--- config.mk ---
export PLATFORM = sky130hd
export DESIGN_NAME = rv32i_alu_flat
export DESIGN_NICKNAME = d
export VERILOG_FILES = /design/src/rtl/alu_pkg.sv /design/src/rtl/rv32i_alu_if.sv /design/src/rtl/rv32i_shifter.sv /design/src/rtl/rv32i_alu.sv /design/src/flat_wrapper.sv
export SDC_FILE = /design/constraint.sdc
export NUM_CORES = 1
export LEC_CHECK = 0
export ABC_AREA = 1
export CORE_UTILIZATION = 55
export DETAILED_ROUTE_END_ITERATION = 7
export GPL_TIMING_DRIVEN = 0
export HOLD_SLACK_MARGIN = 0.15
export PLACE_DENSITY_LB_ADDON = 0.1
export SETUP_SLACK_MARGIN = 0.5
export SYNTH_ARGS = -nofsm -noshare
export SYNTH_HDL_FRONTEND = slang
export SYNTH_SLANG_ARGS = --single-unit
--- constraint.sdc ---
create_clock -name clk -period 9.95 [get_ports clk]
set_input_delay 1.4925 -clock clk [delete_from_list [all_inputs] [get_ports clk]]
set_output_delay 1.4925 -clock clk [all_outputs]
set_load 0.05 [all_outputs]
--- src/rtl/alu_pkg.sv ---
// Shared RV32I ALU definitions: datapath width, sub-opcode encoding and a bit-reverse helper.
package alu_pkg;

  localparam int XLEN = 32;

  // Sub-opcode is {funct7[5], funct3}; decode and verification models reuse these.
  typedef enum logic [3:0] {
    ALU_OPC_ADD  = 4'h0,
    ALU_OPC_SLL  = 4'h1,
    ALU_OPC_SLT  = 4'h2,
    ALU_OPC_SLTU = 4'h3,
    ALU_OPC_XOR  = 4'h4,
    ALU_OPC_SRL  = 4'h5,
    ALU_OPC_OR   = 4'h6,
    ALU_OPC_AND  = 4'h7,
    ALU_OPC_SUB  = 4'h8,
    ALU_OPC_SRA  = 4'hD
  } alu_opc_e;

  function automatic logic [XLEN-1:0] bit_reverse(input logic [XLEN-1:0] v);
    logic [XLEN-1:0] r;
    for (int i = 0; i < XLEN; i++) begin
      r[i] = v[XLEN-1-i];
    end
    return r;
  endfunction

endpackage

--- src/rtl/rv32i_alu_if.sv ---
// EXE-stage operand bundle into the ALU and the combinational/registered results back out.
interface rv32i_alu_if;
  import alu_pkg::*;

  logic [3:0]      exe_alu_opc_r;
  logic            exe_sel_pc_r;
  logic [XLEN-1:0] exe_pc_r;
  logic [XLEN-1:0] exe_reg1_r;
  logic [XLEN-1:0] exe_src2_r;
  logic [XLEN-1:0] alu_result;
  logic [XLEN-1:0] alu_result_r;

  modport master (
    output exe_alu_opc_r, exe_sel_pc_r, exe_pc_r, exe_reg1_r, exe_src2_r,
    input  alu_result, alu_result_r
  );

  modport slave (
    input  exe_alu_opc_r, exe_sel_pc_r, exe_pc_r, exe_reg1_r, exe_src2_r,
    output alu_result, alu_result_r
  );
endinterface

--- src/rtl/rv32i_shifter.sv ---
// Single logarithmic right barrel shifter; the caller chooses the fill bit (0 or sign).
module rv32i_shifter
  import alu_pkg::*;
(
  input  logic [XLEN-1:0] data,
  input  logic [4:0]      shamt,
  input  logic            fill,
  output logic [XLEN-1:0] result
);

  logic [XLEN-1:0] stage [0:5];

  assign stage[0] = data;

  // Stage i shifts by 2**i when shamt[i] is set, back-filling with the fill bit.
  for (genvar i = 0; i < 5; i++) begin : g_stage
    assign stage[i+1] = shamt[i] ? {{(2**i){fill}}, stage[i][XLEN-1:2**i]} : stage[i];
  end

  assign result = stage[5];

endmodule

--- src/rtl/rv32i_alu.sv ---
// RV32I execute-stage ALU: combinational result for bypass plus a registered copy.
module rv32i_alu
  import alu_pkg::*;
(
  input  logic         clk,
  input  logic         reset,
  rv32i_alu_if.slave   bus
);

  logic [XLEN-1:0] op_a;
  logic [XLEN-1:0] op_b;
  logic            do_sub;
  logic [XLEN-1:0] add_b;
  logic            carry;
  logic [XLEN-1:0] sum;
  logic            slt_bit;
  logic            sltu_bit;
  logic            is_sll;
  logic            shift_fill;
  logic [XLEN-1:0] shift_in;
  logic [XLEN-1:0] shift_out;
  logic [XLEN-1:0] result;
  logic [XLEN-1:0] result_q;

  assign op_a = bus.exe_sel_pc_r ? bus.exe_pc_r : bus.exe_reg1_r;
  assign op_b = bus.exe_src2_r;

  // Compares reuse the subtractor: SLTU is "no carry out of A + ~B + 1".
  assign do_sub = (bus.exe_alu_opc_r == ALU_OPC_SUB)  ||
                  (bus.exe_alu_opc_r == ALU_OPC_SLT)  ||
                  (bus.exe_alu_opc_r == ALU_OPC_SLTU);
  assign add_b  = do_sub ? ~op_b : op_b;
  assign {carry, sum} = {1'b0, op_a} + {1'b0, add_b} + {{XLEN{1'b0}}, do_sub};

  assign sltu_bit = ~carry;
  assign slt_bit  = (op_a[XLEN-1] != op_b[XLEN-1]) ? op_a[XLEN-1] : sum[XLEN-1];

  // Left shifts ride the right shifter by reversing bit order on both sides.
  assign is_sll     = (bus.exe_alu_opc_r == ALU_OPC_SLL);
  assign shift_fill = (bus.exe_alu_opc_r == ALU_OPC_SRA) ? op_a[XLEN-1] : 1'b0;
  assign shift_in   = is_sll ? bit_reverse(op_a) : op_a;

  rv32i_shifter u_shifter (
    .data   (shift_in),
    .shamt  (op_b[4:0]),
    .fill   (shift_fill),
    .result (shift_out)
  );

  always_comb begin
    result = '0;
    case (bus.exe_alu_opc_r)
      ALU_OPC_ADD,
      ALU_OPC_SUB:  result = sum;
      ALU_OPC_SLL:  result = bit_reverse(shift_out);
      ALU_OPC_SLT:  result = {{(XLEN-1){1'b0}}, slt_bit};
      ALU_OPC_SLTU: result = {{(XLEN-1){1'b0}}, sltu_bit};
      ALU_OPC_XOR:  result = op_a ^ op_b;
      ALU_OPC_SRL,
      ALU_OPC_SRA:  result = shift_out;
      ALU_OPC_OR:   result = op_a | op_b;
      ALU_OPC_AND:  result = op_a & op_b;
      default:      result = '0;
    endcase
  end

  always_ff @(posedge clk) begin
    if (reset) begin
      result_q <= '0;
    end else begin
      result_q <= result;
    end
  end

  assign bus.alu_result   = result;
  assign bus.alu_result_r = result_q;

endmodule

--- src/flat_wrapper.sv ---
// flat-port wrapper written by rule: the top's interface ports become plain ports
module rv32i_alu_flat import alu_pkg::*;
  (clk, reset, bus_exe_alu_opc_r, bus_exe_sel_pc_r, bus_exe_pc_r, bus_exe_reg1_r, bus_exe_src2_r, bus_alu_result, bus_alu_result_r);
  rv32i_alu_if bus_i ();
  input  logic clk;
  input  logic reset;
  input wire logic [$bits(bus_i.exe_alu_opc_r)-1:0] bus_exe_alu_opc_r;
  input wire logic [$bits(bus_i.exe_sel_pc_r)-1:0] bus_exe_sel_pc_r;
  input wire logic [$bits(bus_i.exe_pc_r)-1:0] bus_exe_pc_r;
  input wire logic [$bits(bus_i.exe_reg1_r)-1:0] bus_exe_reg1_r;
  input wire logic [$bits(bus_i.exe_src2_r)-1:0] bus_exe_src2_r;
  output wire logic [$bits(bus_i.alu_result)-1:0] bus_alu_result;
  output wire logic [$bits(bus_i.alu_result_r)-1:0] bus_alu_result_r;
  assign bus_i.exe_alu_opc_r = bus_exe_alu_opc_r;
  assign bus_i.exe_sel_pc_r = bus_exe_sel_pc_r;
  assign bus_i.exe_pc_r = bus_exe_pc_r;
  assign bus_i.exe_reg1_r = bus_exe_reg1_r;
  assign bus_i.exe_src2_r = bus_exe_src2_r;
  assign bus_alu_result = bus_i.alu_result;
  assign bus_alu_result_r = bus_i.alu_result_r;
  rv32i_alu u_core (.clk(clk), .reset(reset), .bus(bus_i));
endmodule
======== Word level (Yosys, flattened, before mapping) ========
Cells that the tools add are included.
word-level totals
  input bits .............................. 103
  word-level logic and storage cells ...... 34
  flip-flop bits (word level) ............. 32
  output and inout bits ................... 64
cells by class
  add/sub/neg operators ................... 2
  multiplexer cells ....................... 11
  equality and inequality tests ........... 10
  bitwise gates (word level) .............. 5
  reduce and logical (&&, ||, !) cells .... 5
operators by type and width
  cell                                            count
  two-way mux 32 bit                              8
  case mux 32 bit (8 select lines)                1
  adder 32 x 32 -> 33 bit                         1
  adder 33 x 1 -> 33 bit                          1
  bitwise AND 32 bit                              1
  inverter 32 bit                                 1
  OR 32 bit                                       1
  XOR 32 bit                                      1
  == test 4 x 3 -> 1 bit (second input constant)  4
  == test 4 x 2 -> 1 bit (second input constant)  2
  == test 4 bit (second input constant)           2
  == test 4 x 1 -> 1 bit (second input constant)  1
  zero test 4 bit                                 1
  OR reduction 2 bit                              2
  logical OR 1 bit                                2
  two-way mux 1 bit                               2
  inequality test 1 bit                           1
  inverter 1 bit                                  1

======== Logic depth before layout (Yosys ltp) ========
Gate-level depths: netlist (run 1).
  depth after elaboration ................. 8
  gate-level depth with buffers ........... 22
  depth with buffers taken out ............ 21

======== Cells and area by module ========
From an unflattened synthesis (run 1), not the netlist that was laid out.
second synthesis, totals
  cells, all modules ...................... 1399
  area total of the unflattened synthesis .. 8120.3 µm²
modules (own cells, without submodules)
  module         cells each  times used  area each (µm²)  sequential area each (µm²)
  rv32i_alu      1003        1           6175.9           640.6
  rv32i_shifter  396         1           1944.4           0.0

======== Worst setup path before layout (run 1) ========
Ideal clock, no wire load.
  path kind ............................... in2out
  start ................................... input port bus_exe_alu_opc_r[1]
  end ..................................... output port bus_alu_result[8]
  buffers on the path ..................... 1
  data required time ...................... 8457 ps
  cell stages on the path ................. 14
  arrival time ............................ 4172 ps
  slack ................................... 4285 ps
  cell sequence ........................... nor2_1 > nand2_2 > nand2_1 > nand2_1 > buf_2 > xor2_1 > ha_1 > a21oi_1 > o21ai_1 > a21boi_0 > o21ai_0 > or2_2 > nand3_1 > nand4_1
on the way
  longest elaborated chain between the ends .. 8
  elaborated cells on any way between the ends .. 25
  those cells by class .................... 2 x add/sub; 9 x eq/ne; 9 x mux; 5 x reduce/logical
RTL lines
  what                                                                             RTL line            RTL
  from (decl)                                                                      flat_wrapper.sv:7   input wire logic [$bits(bus_i.exe_alu_opc_r)-1:0] bus_exe_alu_opc_r;
  parallel branches: the longest is 7 deep, another holds adder 32 x 32 -> 33 bit  --
  case mux 32 bit (8 select lines) *                                               rv32i_alu.sv:52     case (bus.exe_alu_opc_r)
  to (decl)                                                                        flat_wrapper.sv:12  output wire logic [$bits(bus_i.alu_result)-1:0] bus_alu_result;
Every way passes the cells marked *.

======== Worst setup path in the final report (run 1) ========
  start ................................... input port bus_exe_src2_r[2]
  end ..................................... output port bus_alu_result[26]
on the way
  longest elaborated chain between the ends .. 5
  elaborated cells on any way between the ends .. 8
  those cells by class .................... 2 x add/sub; 5 x mux; 1 x bitwise
RTL lines
  what                                RTL line            RTL
  from (decl)                         flat_wrapper.sv:11  input wire logic [$bits(bus_i.exe_src2_r)-1:0] bus_exe_src2_r;
  inverter 32 bit                     rv32i_alu.sv:32     assign add_b = do_sub ? ~op_b : op_b;
  two-way mux 32 bit                  rv32i_alu.sv:32
  adder 32 x 32 -> 33 bit             rv32i_alu.sv:33     assign {carry, sum} = {1'b0, op_a} + {1'b0, add_b} + {{XLEN{1'b0}}, do_sub};
  adder 33 x 1 -> 33 bit              rv32i_alu.sv:33
  case mux 32 bit (8 select lines) *  rv32i_alu.sv:52
Every way passes the cells marked *; elsewhere a longest branch is shown, timed or not.

==> results of run 1 <==
[critical path: cells and delay by family]
family,cells,cell delay [ns]
buffers and inverters,7,2.41
and+or+nand+nor,7,0.74
adders and majority gates,1,0.37
AOI/OAI and AO/OA,4,0.91
xor gates and xnor gates,1,0.26
[layout make-up]
class	count	area (µm²)	share of cell area
buffer	70	359.1	0.03571
timing repair buffer	165	1652	0.1642
inverter	171	641.9	0.06382
clock buffer	6	128.9	0.01281
tap	180	225.2	0.02239
sequential	32	640.6	0.06370
multi-input combinational	1172	6375	0.6339
clock inverter	2	35.03	0.003483
[path summary, 6_finish.rpt]
path	end	cells past startpoint
hold / removal	u_core.bus.alu_result_r[25]$_SDFF_PP0_	2
setup / recovery	bus_alu_result[26]	20
[report_power, final]
part | switching, mW | internal (mW)
registers | 0.00253 | 0.139
logic | 0.503 | 0.243
clock network | 0.0527 | 0.118
total | 0.558 | 0.499
[cells by family (layout without fill, tap and decap cells)]
kind of cell / after synthesis / count (layout) / synth area share
DFF: 32 / 32 / 0.07991
and+or+nand+nor: 871 / 871 / 0.4773
adders and majority gates: 96 / 96 / 0.1508
buffers and inverters: 241 / 414 / 0.1249
xor gates and xnor gates: 31 / 31 / 0.03387
AOI/OAI and AO/OA: 174 / 174 / 0.1333
[layout by cell type, fill, tap and decap left out, types with 5 or more instances in the layout]
cell             synthesis  layout
nand3_1                324     324
clkdlybuf4s50_1          0     165
nor2_1                 107     107
o21ai_1                 14      14
inv_2                    8       8
o21ai_0                 46      46
nand2_1                385     385
a21oi_1                 48      48
clkbuf_16                0       5
ha_1                    95      95
xor2_1                  31      31
nand2_2                 10      10
or2_2                    6       6
a21o_1                   6       6
inv_1                  159     159
clkbuf_1                24      25
nor3_1                   9       9
buf_1                   13      13
buf_6                    6       6
buf_2                   23      23
o21ai_2                  9       9
a31oi_1                  9       9
nand3b_1                 6       6
a221oi_1                20      20
dfxtp_1                 32      32
nand4_1                 14      14
[layer usage]
layer	GRT usage	share of wire
met5	0	0
met4	0.3849	0.098
met3	0.1510	0.14
met2	0.7279	0.41
met1	0.5467	0.36
[stage by stage]
| step | utilization | power, mW | cells |
|---|---|---|---|
| after global placement | 0.7045 | 0.8478 | 1790 |
| after global routing | 0.7162 | 1.118 | 1798 |
| final | 0.7162 | 1.057 | 1798 |
| after detailed placement | 0.7045 | 0.8589 | 1790 |
| after CTS | 0.7162 | 1.030 | 1798 |
| after floorplan | - | 0.6229 | 1445 |
==> impl_metrics.json, run 1 <==
{
  "status": "complete, no violations",
  "setup_tns_ns": 0,
  "worstSetupStartpointType": "input pin",
  "clockRootBuffer": "clkbuf_16",
  "synth_common_cells": "385 x nand2_1, 324 x nand3_1, 159 x inv_1",
  "dpl_cell_area_mm2": 0.009893,
  "cts_tree": "done",
  "start_util": 0.5709,
  "finalCritPeriodShare": 0.7725,
  "holdCritStartpoint": "reset",
  "fmax_ghz": 0.1301,
  "viasPerCell": 6.236,
  "synth_nets": 1644,
  "path_clk_slew_ns": 0.05,
  "cp-end-kind": "primary output",
  "p_leak_nw": 5.229,
  "vias": 11210,
  "grt_pass1_wl_um": 53610,
  "max-vdd-ir-drop_uv": 81.77,
  "pin_count": 167,
  "hold_viol": 0,
  "avgSynthCellArea_um2": 5.548,
  "die_h_um": 122.7,
  "tightestPinTransition_ns": 1.171,
  "yosysTopAreaCell": "nand3_1",
  "die_w_um": 122.7,
  "grt.total_usage": 0.4773,
  "startpoint": "bus_exe_src2_r[2]",
  "dieArea_mm2": 0.01506,
  "critPathKind": "in -> out",
  "hold_ws_ns": 1.633,
  "worstPathRequired_ns": 8.46,
  "synthCells": 1445,
  "htree_num_levels": 2,
  "hpwl_um": 29300,
  "drtIter0Drc": 1790,
  "port-buffer-count": 165,
  "grt_pass1_vias": 10120,
  "rsz0062_at_grt": "no",
  "crit_chain": "clkdlybuf4s50_1 > clkbuf_1 > inv_2 > buf_1 > xor2_1 > ha_1 > nand2_1 > o21ai_1 > a21boi_0 > o21ai_1 > nand2_1 > nand2_1 > nand2_1 > inv_1 > o21ai_0 > nand3_1 > nand2_1 > nor2_1 > inv_1 > clkdlybuf4s50_1",
  "firstDrtPassIters": 7,
  "final_area_mm2": 0.01006,
  "core.rowCount": 43,
  "cap_violations": 0,
  "wl_per_cell_um": 20.12,
  "period_needed_ns": 7.686,
  "slowest_stage": "clkdlybuf4s50_1",
  "drt_wl_total_um": 36170,
  "power_density_mw_per_mm2": 105.1,
  "antenna_found_initial": 2,
  "final_nets": 1816,
  "cts_buffer_depth": 2,
  "grt_max_degree": 11,
  "clkSinkCount": 32,
  "grt_overflow_total": 0,
  "drv_slew": 0,
  "cp.arrival_ns": 6.19,
  "pre_cts_slack_ns": 2.480,
  "cts_resized": 0,
  "cts_hold_buf": 0,
  "setup_ws_ns": 2.264,
  "ant_nets": 0,
  "routabilityCongestion": 1.112,
  "max_stage_delay_ns": 0.79,
  "post-route-drc-count": 0,
  "fp.coreArea_mm2": 0.01404,
  "min_path_type": "in -> reg",
  "synth_edf_count": 0,
  "synth_area_leaders": "nand3_1 20%, nand2_1 18%, ha_1 15%, dfxtp_1 8.0%, inv_1 7.4%",
  "diodes": 0,
  "cp_max_fo": 10,
  "synth_top_flop_cell": "dfxtp_1",
  "fillers": 1284,
  "asyncSetResetFlopFracSynth": 0,
  "syn_to_final_growth_pct": 25.46,
  "setup_viol": 0,
  "synth_seq_cells": 32,
  "seq_area_frac_synth": 0.07991,
  "yosys_warnings": 0,
  "largest_reg_flops": 32,
  "synth_top_area_frac": 0.2023,
  "numCtsBuffers": 5,
  "cts_setup_buffers": 0,
  "yosysUniqueCellTypes": 44,
  "yosysMostFrequentCell": "nand2_1",
  "slew_headroom": 0.2143,
  "cpMostUsedCell": "nand2_1",
  "drive_gt1_frac": 0.05068,
  "syn_area_mm2": 0.008016
}
Power figures use the tool's default switching activity.
==> run 2, diff against run 1 <==
- CORE_UTILIZATION: 55 -> 54
- clock period: 9.95 -> 8 ns (I/O delays scaled with it)
==> run 2 against run 1 <==
  * The run now ends with DRC left
  * Critical path depth grew 1
  * Clock power grew 28%
  * Hold slack worse by 0.30 ns
  * Combinational power increased by 25%
  * Critical endpoint unchanged
  * Largest cell class unchanged
==> impl_metrics.json, run 2 (synthesized netlist as in run 1, its figures left out) <==
{
  "path_clk_slew_ns": 0.05,
  "startpoint": "bus_exe_alu_opc_r[1]",
  "period_needed_ns": 7.203,
  "cts_tree": "done",
  "diodes": 0,
  "largest_reg_flops": 32,
  "drt_wl_total_um": 37060,
  "cts_setup_buffers": 0,
  "ant_nets": 0,
  "final_util": 0.6926,
  "cap_violations": 0,
  "slew_headroom": 0.3948,
  "multi_input_comb_area_mm2": 0.006375,
  "post-route-drc-count": 22,
  "cp.arrival_ns": 6.00,
  "cpMostUsedCell": "nand2_1",
  "cts_buffer_depth": 2,
  "viasPerCell": 6.300,
  "max_stage_delay_ns": 0.79,
  "firstDrtPassIters": 8,
  "fmax_ghz": 0.1388,
  "min_path_type": "in -> reg",
  "wl_per_cell_um": 20.56,
  "port-buffer-count": 165,
  "grt_pass1_vias": 10040,
  "dieArea_mm2": 0.01534,
  "tightestPinTransition_ns": 0.9023,
  "slowest_stage": "clkdlybuf4s50_1",
  "hold_viol": 0,
  "max-vdd-ir-drop_uv": 81.27,
  "drtIter0Drc": 2128,
  "cp-end-kind": "primary output",
  "crit_buf_inv": 6,
  "p_leak_nw": 5.228,
  "grt_overflow_total": 0,
  "vias": 11350,
  "syn_to_final_growth_pct": 25.57,
  "die_w_um": 123.8,
  "hpwl_um": 30270,
  "setup_viol": 0,
  "crit_cells": 21,
  "cts_resized": 0,
  "power_density_mw_per_mm2": 131.9,
  "clkSinkCount": 32,
  "grt_pass1_wl_um": 54420,
  "pin_count": 167,
  "crit_chain": "clkdlybuf4s50_1 > inv_2 > o21ai_0 > nand2_1 > buf_2 > xor2_1 > ha_1 > a21oi_1 > o21ai_1 > a21boi_0 > o21ai_1 > nand2_1 > nand2_1 > nand2_1 > inv_1 > o21ai_0 > nand3_1 > nand2_1 > nor2_1 > inv_1 > clkdlybuf4s50_1",
  "regArea_um2": 640.6,
  "rsz0062_at_grt": "no",
  "htree_num_levels": 2,
  "fillers": 1359,
  "p_total_mw": 1.328,
  "final_nets": 1816,
  "status": "complete, but fails checks",
  "clockRootBuffer": "clkbuf_16",
  "fp.coreArea_mm2": 0.01453,
  "grt.total_usage": 0.4812,
  "setup_tns_ns": 0,
  "finalCritPeriodShare": 0.9004,
  "cpLargestDelayFamily": "buffers and inverters",
  "grt_max_degree": 12,
  "start_util": 0.5516,
  "drive_gt1_frac": 0.05130,
  "critPathKind": "in -> out",
  "worstPathRequired_ns": 6.80,
  "worstSetupStartpointType": "input pin",
  "final_common_cell": "nand2_1",
  "die_h_um": 123.8,
  "violations": "DRC",
  "hold_ws_ns": 1.336,
  "core.rowCount": 44,
  "endpoint": "bus_alu_result[26]",
  "final_cell_mix": "385 x nand2_1, 324 x nand3_1, 165 x clkdlybuf4s50_1, 159 x inv_1, 107 x nor2_1",
  "cp_max_fo": 10,
  "drv_slew": 0,
  "numCtsBuffers": 5,
  "holdCritStartpoint": "reset",
  "routabilityCongestion": 1.131,
  "cts_hold_buf": 0,
  "antenna_found_initial": 0
}
run 2: how the worst min path moves through the flow:
stage                                                   to  slack, ns  depth (start not counted)
finish              u_core.bus.alu_result_r[27]$_SDFF_PP0_       1.34                          2
global route        u_core.bus.alu_result_r[27]$_SDFF_PP0_       1.35                          2
CTS                 u_core.bus.alu_result_r[26]$_SDFF_PP0_       1.34                          2
detailed placement  u_core.bus.alu_result_r[24]$_SDFF_PP0_       1.62                          2
global placement    u_core.bus.alu_result_r[24]$_SDFF_PP0_       1.61                          2
floorplan            u_core.bus.alu_result_r[0]$_SDFF_PP0_       1.49                          4
run 2: area by class of cell:
| cell class | count | area share |
|---|---|---|
| repair buffers | 165 | 0.1641 |
| multi-input cells | 1172 | 0.6333 |
| clock inverters | 3 | 0.004226 |
| clock buffers | 5 | 0.01243 |
| flip-flops and latches | 32 | 0.06364 |
| plain buffers | 70 | 0.03567 |
| inverters | 171 | 0.06377 |
| well taps | 184 | 0.02287 |
run 2: per-layer routing:
| metal | part of all wire | global-route usage | vias up |
|---|---|---|---|
| li1 | - | - | 5148 |
| met1 | 0.36 | 0.5742 | 4945 |
| met2 | 0.41 | 0.7431 | 1002 |
| met3 | 0.14 | 0.1154 | 258 |
| met4 | 0.098 | 0.3667 | 0 |
| met5 | 0 | 0 | - |
run 2: per-stage QoR:
step / std cells / cell area (µm²) / setup slack (ns)
finish: 1802 / 10070 / 0.7971
floorplan: 1445 / 8016 / 2.920
CTS: 1802 / 10070 / 1.033
detailed placement: 1794 / 9898 / 1.047
global placement: 1794 / 9898 / 1.135
global route: 1802 / 10070 / 0.5152
run 2: report_power, final:
part | internal (mW) | switching (mW) | leakage (nW)
Clock | 0.146 | 0.0707 | 0.0798
Combinational | 0.302 | 0.632 | 4.89
Sequential | 0.173 | 0.00354 | 0.262
